===== config.mk =====
export PLATFORM = sky130hd
export DESIGN_NAME = inst_encoder
export DESIGN_NICKNAME = d
export VERILOG_FILES = /design/src/rtl/inst_encoder.sv
export SDC_FILE = /design/constraint.sdc
export NUM_CORES = 1
export LEC_CHECK = 0
export ABC_CLOCK_PERIOD_IN_PS = 1400
export CORE_ASPECT_RATIO = 1.75
export CORE_MARGIN = 2
export CORE_UTILIZATION = 30
export DETAILED_ROUTE_END_ITERATION = 8
export PLACE_DENSITY = 0.77
export SLEW_MARGIN = 10
export SYNTH_ARGS = -nofsm -noshare
export SYNTH_HDL_FRONTEND = slang
export SYNTH_SLANG_ARGS = --single-unit

===== constraint.sdc =====
create_clock -name clk -period 1.4 [get_ports clk]
set_input_delay 0.21 -clock clk [delete_from_list [all_inputs] [get_ports clk]]
set_output_delay 0.21 -clock clk [all_outputs]
set_load 0.01 [all_outputs]

===== src/rtl/inst_encoder.sv =====
// ---------------------------------------------------------------------------
// inst_encoder
//   Packs decoded RV32I instruction fields plus a 32-bit immediate into a
//   32-bit instruction word, paired with an auto-incrementing instruction
//   memory byte address, so a loader can stream programs into imem.
//   One output register with a valid/ready handshake on each side.
//
// Optional feature (compile-time macro INST_ENCODER_RANGE_CHECK_EN):
//   when defined, each word carries a registered range-error flag and a
//   sticky error flag is kept; when undefined both outputs are constant 0.
//
// Ports:
//   clk, rst            clock, synchronous active-high reset
//   in_valid/in_ready   request handshake
//   fmt                 000 I, 001 B, 010 J, 011 S, 100 U, 101 shift-imm,
//                       110/111 illegal (emits NOP)
//   opcode, rd, rs1, rs2, funct3, funct7, imm   instruction fields
//   addr_load/addr_val  load the address counter
//   err_clr             clear err_sticky
//   out_valid/out_ready output handshake
//   inst_out            encoded word
//   inst_addr           current address counter value
//   err_out             range error for the current inst_out
//   err_sticky          error seen on any output handshake
// ---------------------------------------------------------------------------
module inst_encoder #(
    parameter int                ADDR_W    = 12,
    parameter logic [ADDR_W-1:0] BASE_ADDR = '0
) (
    input  logic              clk,
    input  logic              rst,
    input  logic              in_valid,
    output logic              in_ready,
    input  logic [2:0]        fmt,
    input  logic [6:0]        opcode,
    input  logic [4:0]        rd,
    input  logic [4:0]        rs1,
    input  logic [4:0]        rs2,
    input  logic [2:0]        funct3,
    input  logic [6:0]        funct7,
    input  logic [31:0]       imm,
    input  logic              addr_load,
    input  logic [ADDR_W-1:0] addr_val,
    input  logic              err_clr,
    output logic              out_valid,
    input  logic              out_ready,
    output logic [31:0]       inst_out,
    output logic [ADDR_W-1:0] inst_addr,
    output logic              err_out,
    output logic              err_sticky
);

    localparam logic [31:0] NOP_WORD = 32'h0000_0013;

    // Field packing; immediate bits outside each format are simply dropped.
    function automatic logic [31:0] pack_word(
        input logic [2:0]  f,
        input logic [6:0]  op,
        input logic [4:0]  d,
        input logic [4:0]  s1,
        input logic [4:0]  s2,
        input logic [2:0]  f3,
        input logic [6:0]  f7,
        input logic [31:0] im
    );
        logic [31:0] w;
        case (f)
            3'b000:  w = {im[11:0], s1, f3, d, op};
            3'b001:  w = {im[12], im[10:5], s2, s1, f3, im[4:1], im[11], op};
            3'b010:  w = {im[20], im[10:1], im[11], im[19:12], d, op};
            3'b011:  w = {im[11:5], s2, s1, f3, im[4:0], op};
            3'b100:  w = {im[31:12], d, op};
            3'b101:  w = {f7, im[4:0], s1, f3, d, op};
            default: w = NOP_WORD;
        endcase
        return w;
    endfunction

    logic              vld_p1;
    logic [31:0]       inst_p1;
    logic [ADDR_W-1:0] addr_q;
    logic              take;
    logic              out_fire;

    assign in_ready  = !vld_p1 || out_ready;
    assign take      = in_valid && in_ready;
    assign out_fire  = vld_p1 && out_ready;
    assign out_valid = vld_p1;
    assign inst_out  = inst_p1;
    assign inst_addr = addr_q;

    // ---- stage p1: output register ----
    always_ff @(posedge clk) begin
        if (rst)
            vld_p1 <= 1'b0;
        else if (in_ready)
            vld_p1 <= in_valid;
    end

    always_ff @(posedge clk) begin
        if (rst)
            inst_p1 <= '0;
        else if (take)
            inst_p1 <= pack_word(fmt, opcode, rd, rs1, rs2, funct3, funct7, imm);
    end

    // Counter addresses the word currently presented; a load beats an increment.
    always_ff @(posedge clk) begin
        if (rst)
            addr_q <= BASE_ADDR;
        else if (addr_load)
            addr_q <= addr_val;
        else if (out_fire)
            addr_q <= addr_q + ADDR_W'(4);
    end

`ifdef INST_ENCODER_RANGE_CHECK_EN
    // An immediate is in range when the bits the format drops are pure
    // sign extension (or zero, for U low bits / shift amount high bits).
    function automatic logic range_err(input logic [2:0] f, input logic [31:0] im);
        logic e;
        case (f)
            3'b000, 3'b011: e = !(&im[31:11] || ~|im[31:11]);
            3'b001:         e = !(&im[31:12] || ~|im[31:12]) || im[0];
            3'b010:         e = !(&im[31:20] || ~|im[31:20]) || im[0];
            3'b100:         e = |im[11:0];
            3'b101:         e = |im[31:5];
            default:        e = 1'b1;
        endcase
        return e;
    endfunction

    logic err_p1;
    logic sticky_q;

    always_ff @(posedge clk) begin
        if (rst)
            err_p1 <= 1'b0;
        else if (take)
            err_p1 <= range_err(fmt, imm);
    end

    // Set has priority over a coincident clear.
    always_ff @(posedge clk) begin
        if (rst)
            sticky_q <= 1'b0;
        else if (out_fire && err_p1)
            sticky_q <= 1'b1;
        else if (err_clr)
            sticky_q <= 1'b0;
    end

    assign err_out    = err_p1;
    assign err_sticky = sticky_q;
`else
    logic unused_err_clr;
    assign unused_err_clr = err_clr;
    assign err_out        = 1'b0;
    assign err_sticky     = 1'b0;
`endif

endmodule

* After elaboration in Yosys (flattened, before gate mapping) *
Cells that the tools add are included.

word-level totals
  output and inout port bits = 48
  word-level logic and storage cells = 18
  input port bits = 85
  register bits after elaboration = 45

operators by class
  add/sub/neg operators = 1
  equality and inequality tests = 5
  reduce and logical (&&, ||, !) cells = 6
  muxes and demuxes = 3

operator list
  kind                     number
  $pmux W32 S6             1
  $mux W12                 2
  $add A12 B3 Y12 const B  1
  $eq A3 B2 Y1 const B     2
  $eq A3 B3 Y1 const B     2
  $eq A3 B1 Y1 const B     1
  $logic_not A3 Y1         1
  $logic_and A1 B1 Y1      2
  $reduce_bool A2 Y1       1
  $logic_not A1 Y1         1
  $logic_or A1 B1 Y1       1

* Logic depth before layout (Yosys ltp) *
Gate-level depths: netlist of the first run.

  depth in word-level cells = 3
  mapped depth = 6
  mapped depth without buffers = 4

* Worst setup path before layout of the first run *
OpenSTA, ideal clock, no wires.

  path type = reg-to-reg
  start point = register vld_p1, in the netlist out_valid
  end point = register inst_p1[10], in the netlist inst_out[10]
  stages on the path, launching flop included = 6
  required time = 1255 ps
  slack = -84 ps
  period minus slack after synthesis = 1484 ps
  path buffers = 1
  arrival = 1339 ps
  setup time = 145 ps
  cells stage by stage = dfxtp_1 > nor2b_1 > clkinv_1 > clkbuf_1 > a21oi_1 > a211oi_1

between the ends
  word-level cells in the longest chain between the ends = 3

ends and longest elaborated chain
  what                    RTL line  text
  from (decl)             79        logic vld_p1;
  from (signal assigned)  97        vld_p1 <= in_valid;
  $logic_not A1 Y1        85        assign in_ready = !vld_p1 || out_ready;
  $logic_or A1 B1 Y1      85
  $logic_and A1 B1 Y1     86        assign take = in_valid && in_ready;
  to (signal assigned)    104       inst_p1 <= pack_word(fmt, opcode, rd, rs1, rs2, funct3, funct7, imm);
  to (decl)               80        logic [31:0] inst_p1;

Every way passes these cells.
A chain may end at the register's enable or synchronous reset.

* Worst setup path in the final report of the first run *
  start point = register addr_q[3], in the netlist inst_addr[3]
  end point = register addr_q[10], in the netlist inst_addr[10]

between the ends
  word-level cells in the longest chain between the ends = 3

ends and longest elaborated chain
  what                    RTL line  text
  from (decl)             81        logic [ADDR_W-1:0] addr_q;
  from (signal assigned)  112       addr_q <= addr_val;
  from (signal assigned)  114       addr_q <= addr_q + ADDR_W'(4);
  $add A12 B3 Y12         114
  $mux W12                113       else if (out_fire)
  $mux W12                111       else if (addr_load)

Every way passes these cells. The select of a mux whose other input is x is not followed.

==> results.ini, run 1 <==
[sta]
fmax_mhz=714
fin_setup_tns_ns=-0.000589
finalMaxSlewViolations=0
post-route-period-util_pct=100
min_period_ns=1.40
setup_violations=1
timing.hold.ws_ns=0.405
fin_skew_ns=0.00408
fin_ws_ns=-0.000589
rsz0062_at_grt=yes
hold_viol_final=0

[detailed_routing]
wl_met2_um=5120
drt_iter0_drc=152
drt_first_pass_iters=4
wl_met3_um=447
top_layer_used=met4
drc=0
wirelength_um=9290
via_per_inst=5.29
num_vias=2945
ant_nets=0
wl_met1_um=3400
wl_per_cell_um=16.7

[layout]
num_antenna_cells=0
drive_gt1_share_pct=19.5
multi_input_area_sq_um=1590
postLayoutCoreUtil_pct=53.8
layout.nets=527
regArea_sq_um=921
fill_cells=757
final_cells=557
area.growth.synth_to_final_pct=73.6

[pwr]
finalPower_mw=3.61
p_leak_nw=2.05
cellPowerDensity_nw_per_um2=807
max-vdd-ir-drop_v=0.000529

[critical_path]
crit_type=register to register
arrival_ns=1.60
r2r-end=inst_addr[10]
cp-end-kind=register
reg2reg_from=inst_addr[3]
cp_max_fo=4
startpoint_type=register
required_ns=1.60
ff2ff_setup_slack_ns=-0.0006
rr_worst_depth=4

[hold_path]
hp-class=primary input to register
hp-start=addr_load
worstHoldEndpoint=inst_addr[9]
whs_path_depth=3

[flow_run]
maxCapViolCount=0

[synthesis]
syn-cell-area_sq_um=2570
yosysTopAreaCellShare_pct=35.0
syn_inst=297
avgSynthCellArea_sq_um=8.67
async_flop_share_pct=0
synth_warnings=0
seq_area_frac_synth_pct=35.0
yosysMostFrequentCell=dfxtp_1
synthTopCellsByCount=45 x dfxtp_1, 35 x a21oi_1, 19 x a211oi_1
synth_ff_type=dfxtp_1
synth_edf_count=0
ys_types=50
netlist.top_cell.by_area=dfxtp_1
yosys_register_bits=45
synth_area_leaders=dfxtp_1 35%, a21oi_1 6.8%, a211oi_1 5.5%

[clock_network]
clock-root-buffer=clkbuf_16
numCtsBuffers=5
clk_pin_slew_ns=0.06
clockBufferDepth=2
clock_sinks=45
cts_tree=done
cts_max_level=2
clk_latency_ns=0.28

[status]
status=finished with violations
failed_checks=setup timing

[floorplan]
fp.dieW_um=74.0
core_sq_um=8310
die_area_sq_um=9370
ios=133
initial_core_util_pct=31.0
chipHeight_um=127
fp-row-count=44

[place]
gp_congestion=0.811
io_buffers=129
dp_hpwl_um=6860
dp_cells=543

[global_routing]
antenna_found_initial=0
grt_util_all_layers_pct=19.0
grt_pass1_wl_um=14200
grt_max_degree=33
overflow=0
grt_pass1_vias=3021

-- what timing repair did --
action                     CTS  global route
hold buffers                 0             0
pin swaps                    0            10
cloned                       0             0
setup buffers                1             5
resized for setup           24            42
setup endpoints to repair   20            49
-- metrics by stage --
stage	setup slack, ns	cell area (sq um)
after floorplan	0.000618	2590
after global placement	-0.345	4160
after detailed placement	-0.400	4160
after CTS	-0.0222	4310
after global routing	-0.0651	4470
final	-0.000589	4470
-- cells in the final DEF, fill, tap and decap left out, types with 6 or more instances in the layout --
| cell type | count |
|---|---|
| buf_4 | 34 |
| o21ai_0 | 9 |
| o211ai_1 | 8 |
| o22ai_1 | 8 |
| a21oi_1 | 35 |
| inv_1 | 6 |
| nor2_1 | 11 |
| nand2b_1 | 10 |
| dfxtp_1 | 37 |
| mux2_2 | 9 |
| o21ba_2 | 9 |
| o32ai_1 | 8 |
| dlymetal6s2s_1 | 27 |
| nor2b_1 | 9 |
| clkdlybuf4s50_1 | 84 |
| nand2_1 | 6 |
| a211oi_1 | 19 |
| mux2i_1 | 14 |
| dlygate4sd2_1 | 15 |
-- cell families after synthesis --
| logic type | share of synthesized area (%) |
|---|---|
| mux | 9.38 |
| simple gates | 13.6 |
| compound gates | 34.3 |
| fa+ha+maj | 0.486 |
| buf+inv | 6.46 |
| xor+xnor | 0.680 |
| flops | 35.0 |
| other cells | 0.146 |
-- worst max-delay path by stage --
stage,startpoint,endpoint,slack (ns)
after floorplan,out_valid,inst_out[10],0.0006
after global placement,out_ready,inst_addr[5],-0.35
after detailed placement,out_ready,inst_addr[5],-0.40
after CTS,inst_addr[2],inst_addr[8],-0.02
after global routing,inst_addr[3],inst_addr[9],-0.07
final,inst_addr[3],inst_addr[10],-0.0006
-- worst max-delay path: stages (launching register included) --
cell	delay [ns]
dfxtp_4	0.37
ha_4	0.15
nand3_4	0.07
or4_4	0.52
a311oi_2	0.20
-- cell type report --
type / count / area share (%)
Inverter: 8 / 0.672
Clock buffer: 8 / 3.05
Multi-Input combinational cell: 214 / 35.5
Sequential cell: 45 / 20.6
Timing Repair Buffer: 167 / 36.9
Tap cell: 115 / 3.22
-- registers in the layout (all words and copies together), names as in the netlist --
register / flops
inst_addr: 12
inst_out: 32
out_valid: 1
-- where the power goes --
group | switching (mW) | internal [mW]
sequential | 0.0675 | 1.38
clock | 0.479 | 0.665
combinational | 0.430 | 0.590
total | 0.976 | 2.63
-- routing by layer --
metal	up-vias	track usage [%]
met1	1386	19.2
met5	-	0
met4	0	8.56
met2	120	35.9
li1	1414	-
met3	25	3.57
No activity file was read; power rests on OpenSTA's default activity.
==> inputs of run 2 (changes only) <==
--- a/config.mk
+++ b/config.mk
@@ -5,12 +5,12 @@
 export SDC_FILE = /design/constraint.sdc
 export NUM_CORES = 1
 export LEC_CHECK = 0
-export ABC_CLOCK_PERIOD_IN_PS = 1400
+export ABC_CLOCK_PERIOD_IN_PS = 1800
 export CORE_ASPECT_RATIO = 1.75
 export CORE_MARGIN = 2
 export CORE_UTILIZATION = 30
 export DETAILED_ROUTE_END_ITERATION = 8
-export PLACE_DENSITY = 0.77
+export PLACE_DENSITY = 0.74
 export SLEW_MARGIN = 10
 export SYNTH_ARGS = -nofsm -noshare
 export SYNTH_HDL_FRONTEND = slang
==> constraint.sdc (replaced) <==
create_clock -name clk -period 1.8 [get_ports clk]
set_input_delay 0.27 -clock clk [delete_from_list [all_inputs] [get_ports clk]]
set_output_delay 0.27 -clock clk [all_outputs]
set_load 0.01 [all_outputs]
==> results.ini, run 2 (synthesis results as in run 1) <==
[layout]
layout.nets=510  ; -3.2%
area.growth.synth_to_final_pct=65.0
final_common_cell=clkdlybuf4s50_1
largest_register_ffs=32  ; unchanged
final_cell_mix=126 x clkdlybuf4s50_1, 44 x dfxtp_1, 35 x a21oi_1
drive_gt1_share_pct=12.9  ; -6.5 points
postLayoutCoreUtil_pct=51.1  ; -2.7 points
num_antenna_cells=0  ; unchanged

[sta]
fin_setup_tns_ns=0  ; +0.000589 ns
rsz0062_at_grt=no
setup_violations=0  ; -1
max_slew.worst_pin.slew_ns=0.550
post-route-period-util_pct=91.3
hold_viol_final=0  ; unchanged
fmax_mhz=609
slew-limit-headroom_pct=63.4
fin_skew_ns=0.00269  ; -0.00139 ns
min_period_ns=1.64
finalMaxSlewViolations=0  ; unchanged

[pwr]
seq_power_share_pct=36.5  ; -3.5 points
clockPowerShare_pct=38.8  ; +7.1 points
combPwrFrac_pct=24.7  ; -3.6 points
p_int_mw=2.32  ; -12%
swShare_pct=24.9  ; -2.2 points
p_leak_nw=1.53  ; -25%
cellPowerDensity_nw_per_um2=725  ; -10%
switchingPower_mw=0.766  ; -22%
max-vdd-ir-drop_v=0.000483  ; -8.7%

[clock_network]
holdBufCountCts=0  ; unchanged
clock-root-buffer=clkbuf_16
clk_latency_ns=0.29  ; about the same
postCtsSetupBuffers=0  ; -1
clockBufferDepth=2  ; unchanged
numCtsBuffers=5  ; unchanged
cts_tree=done
cts_max_level=2  ; unchanged
clk_pin_slew_ns=0.07  ; about the same
clock_sinks=45  ; unchanged
ctsResizeCount=2  ; -92%

[hold_path]
hp-class=register to register
worstHoldEndpoint=inst_out[2]
whs_path_depth=2  ; -1
hp-start=inst_out[2]

[detailed_routing]
via_per_inst=5.26  ; -0.56%
num_vias=2839  ; -3.6%
drt_iter0_drc=119  ; -22%
wl_per_cell_um=15.8  ; -5.1%
drc=0  ; unchanged
ant_nets=0  ; unchanged
wirelength_um=8540  ; -8.0%
drt_first_pass_iters=4  ; unchanged

[floorplan]
ios=133  ; unchanged
fp.dieW_um=74.0  ; unchanged
die_area_sq_um=9370  ; unchanged
core_sq_um=8310  ; unchanged
chipHeight_um=127  ; unchanged
initial_core_util_pct=31.0  ; unchanged
fp-row-count=44  ; unchanged

[critical_path]
cpPeakStageDelay_ns=0.60  ; +0.08 ns
cp_top_family=buffers and inverters
slowest_stage=clkdlybuf4s50_1
required_ns=1.53  ; -0.07 ns
critPathBufInv=1  ; +1
cp.depth=1  ; -3
cp-end-kind=output pin
rr_worst_depth=4  ; unchanged
cp_max_fo=6  ; +2
ff2ff_setup_slack_ns=0.22  ; +0.22 ns
startpoint_type=register
crit_type=register to output pin
crit_chain=clkdlybuf4s50_1
r2r-end=inst_addr[10]
reg2reg_from=inst_addr[2]
arrival_ns=1.37  ; -0.23 ns

[place]
gp_congestion=0.886  ; +9.2%
io_buffers=129  ; unchanged
dp_hpwl_um=6530  ; -4.7%

[global_routing]
grt_util_all_layers_pct=18.3  ; -0.71 points
grt_pass1_vias=2952  ; -2.3%
overflow=0  ; unchanged
grt_pass1_wl_um=13700  ; -3.1%
grt_max_degree=34  ; +3.0%
antenna_found_initial=0  ; unchanged

[status]
status=completed

[flow_run]
maxCapViolCount=0  ; unchanged

-- run 2: changes by cell type in the layout (fill, tap and decap cells not counted), moves of 2 or more --
cell and delta:
dfxtp_2 -3, clkdlybuf4s50_1 +42, buf_4 -15, dlymetal6s2s_1 -26
a311oi_2 -2, dfxtp_4 -4, dfxtp_1 +7, bufinv_16 +2
a311oi_1 +2, clkbuf_1 -3, dlygate4sd2_1 -15
-- run 2: how the worst max path moves through the flow --
stage,startpoint,to,slack [ns]
2_1_floorplan,out_valid,inst_out[10],0.32
3_3_place_gp,out_ready,in_ready,-0.06
3_5_place_dp,out_ready,inst_addr[5],-0.09
4_1_cts,out_ready,in_ready,0.007
5_1_grt,inst_addr[2],inst_addr[8],0.08
6_report,inst_addr[4],inst_addr[4],0.16
-- run 2: metal layers --
metal	track usage [%]	wire length, um
met1	19.5	3170
met2	33.4	4570
met3	4.21	554
met4	7.27	251
met5	0	0
-- run 2: power by group through the flow --
stage                     logic, mW  clock network [mW]  registers [mW]
final                         0.763                1.20            1.12
after CTS                     0.768                1.21            1.13
after global placement        0.750                   0            1.14
after floorplan               0.305                   0            1.17
after global routing          0.824                1.26            1.14
after detailed placement      0.765                   0            1.15
-- run 2: layout make-up --
type	count	area (sq um)
clock buffers	5	125
clock inverters	3	65.1
fillers	808	4060
inverters	8	30.0
multi-input cells	214	1520
flip-flops and latches	45	902
well taps	115	144
repair buffers	150	1470
-- run 2: per-stage QoR --
step | setup WS, ns | hold WS (ns) | cells | total power [mW] | cell area [sq um]
2_1_floorplan | 0.316 | 0.417 | 298 | 1.48 | 2580
3_3_place_gp | -0.0616 | 0.458 | 532 | 1.89 | 4050
3_5_place_dp | -0.0882 | 0.475 | 532 | 1.91 | 4050
4_1_cts | 0.00689 | 0.481 | 540 | 3.11 | 4250
5_1_grt | 0.0796 | 0.504 | 540 | 3.22 | 4250
6_report | 0.157 | 0.480 | 540 | 3.08 | 4250
==> inputs of run 3 (changes only) <==
--- a/config.mk
+++ b/config.mk
@@ -11,7 +11,7 @@
 export CORE_UTILIZATION = 30
 export DETAILED_ROUTE_END_ITERATION = 8
 export PLACE_DENSITY = 0.74
-export SLEW_MARGIN = 10
+export SLEW_MARGIN = 0
 export SYNTH_ARGS = -nofsm -noshare
 export SYNTH_HDL_FRONTEND = slang
 export SYNTH_SLANG_ARGS = --single-unit
==> results of run 3 <==
Final layout, timing and power as in run 2 (identical DEF).
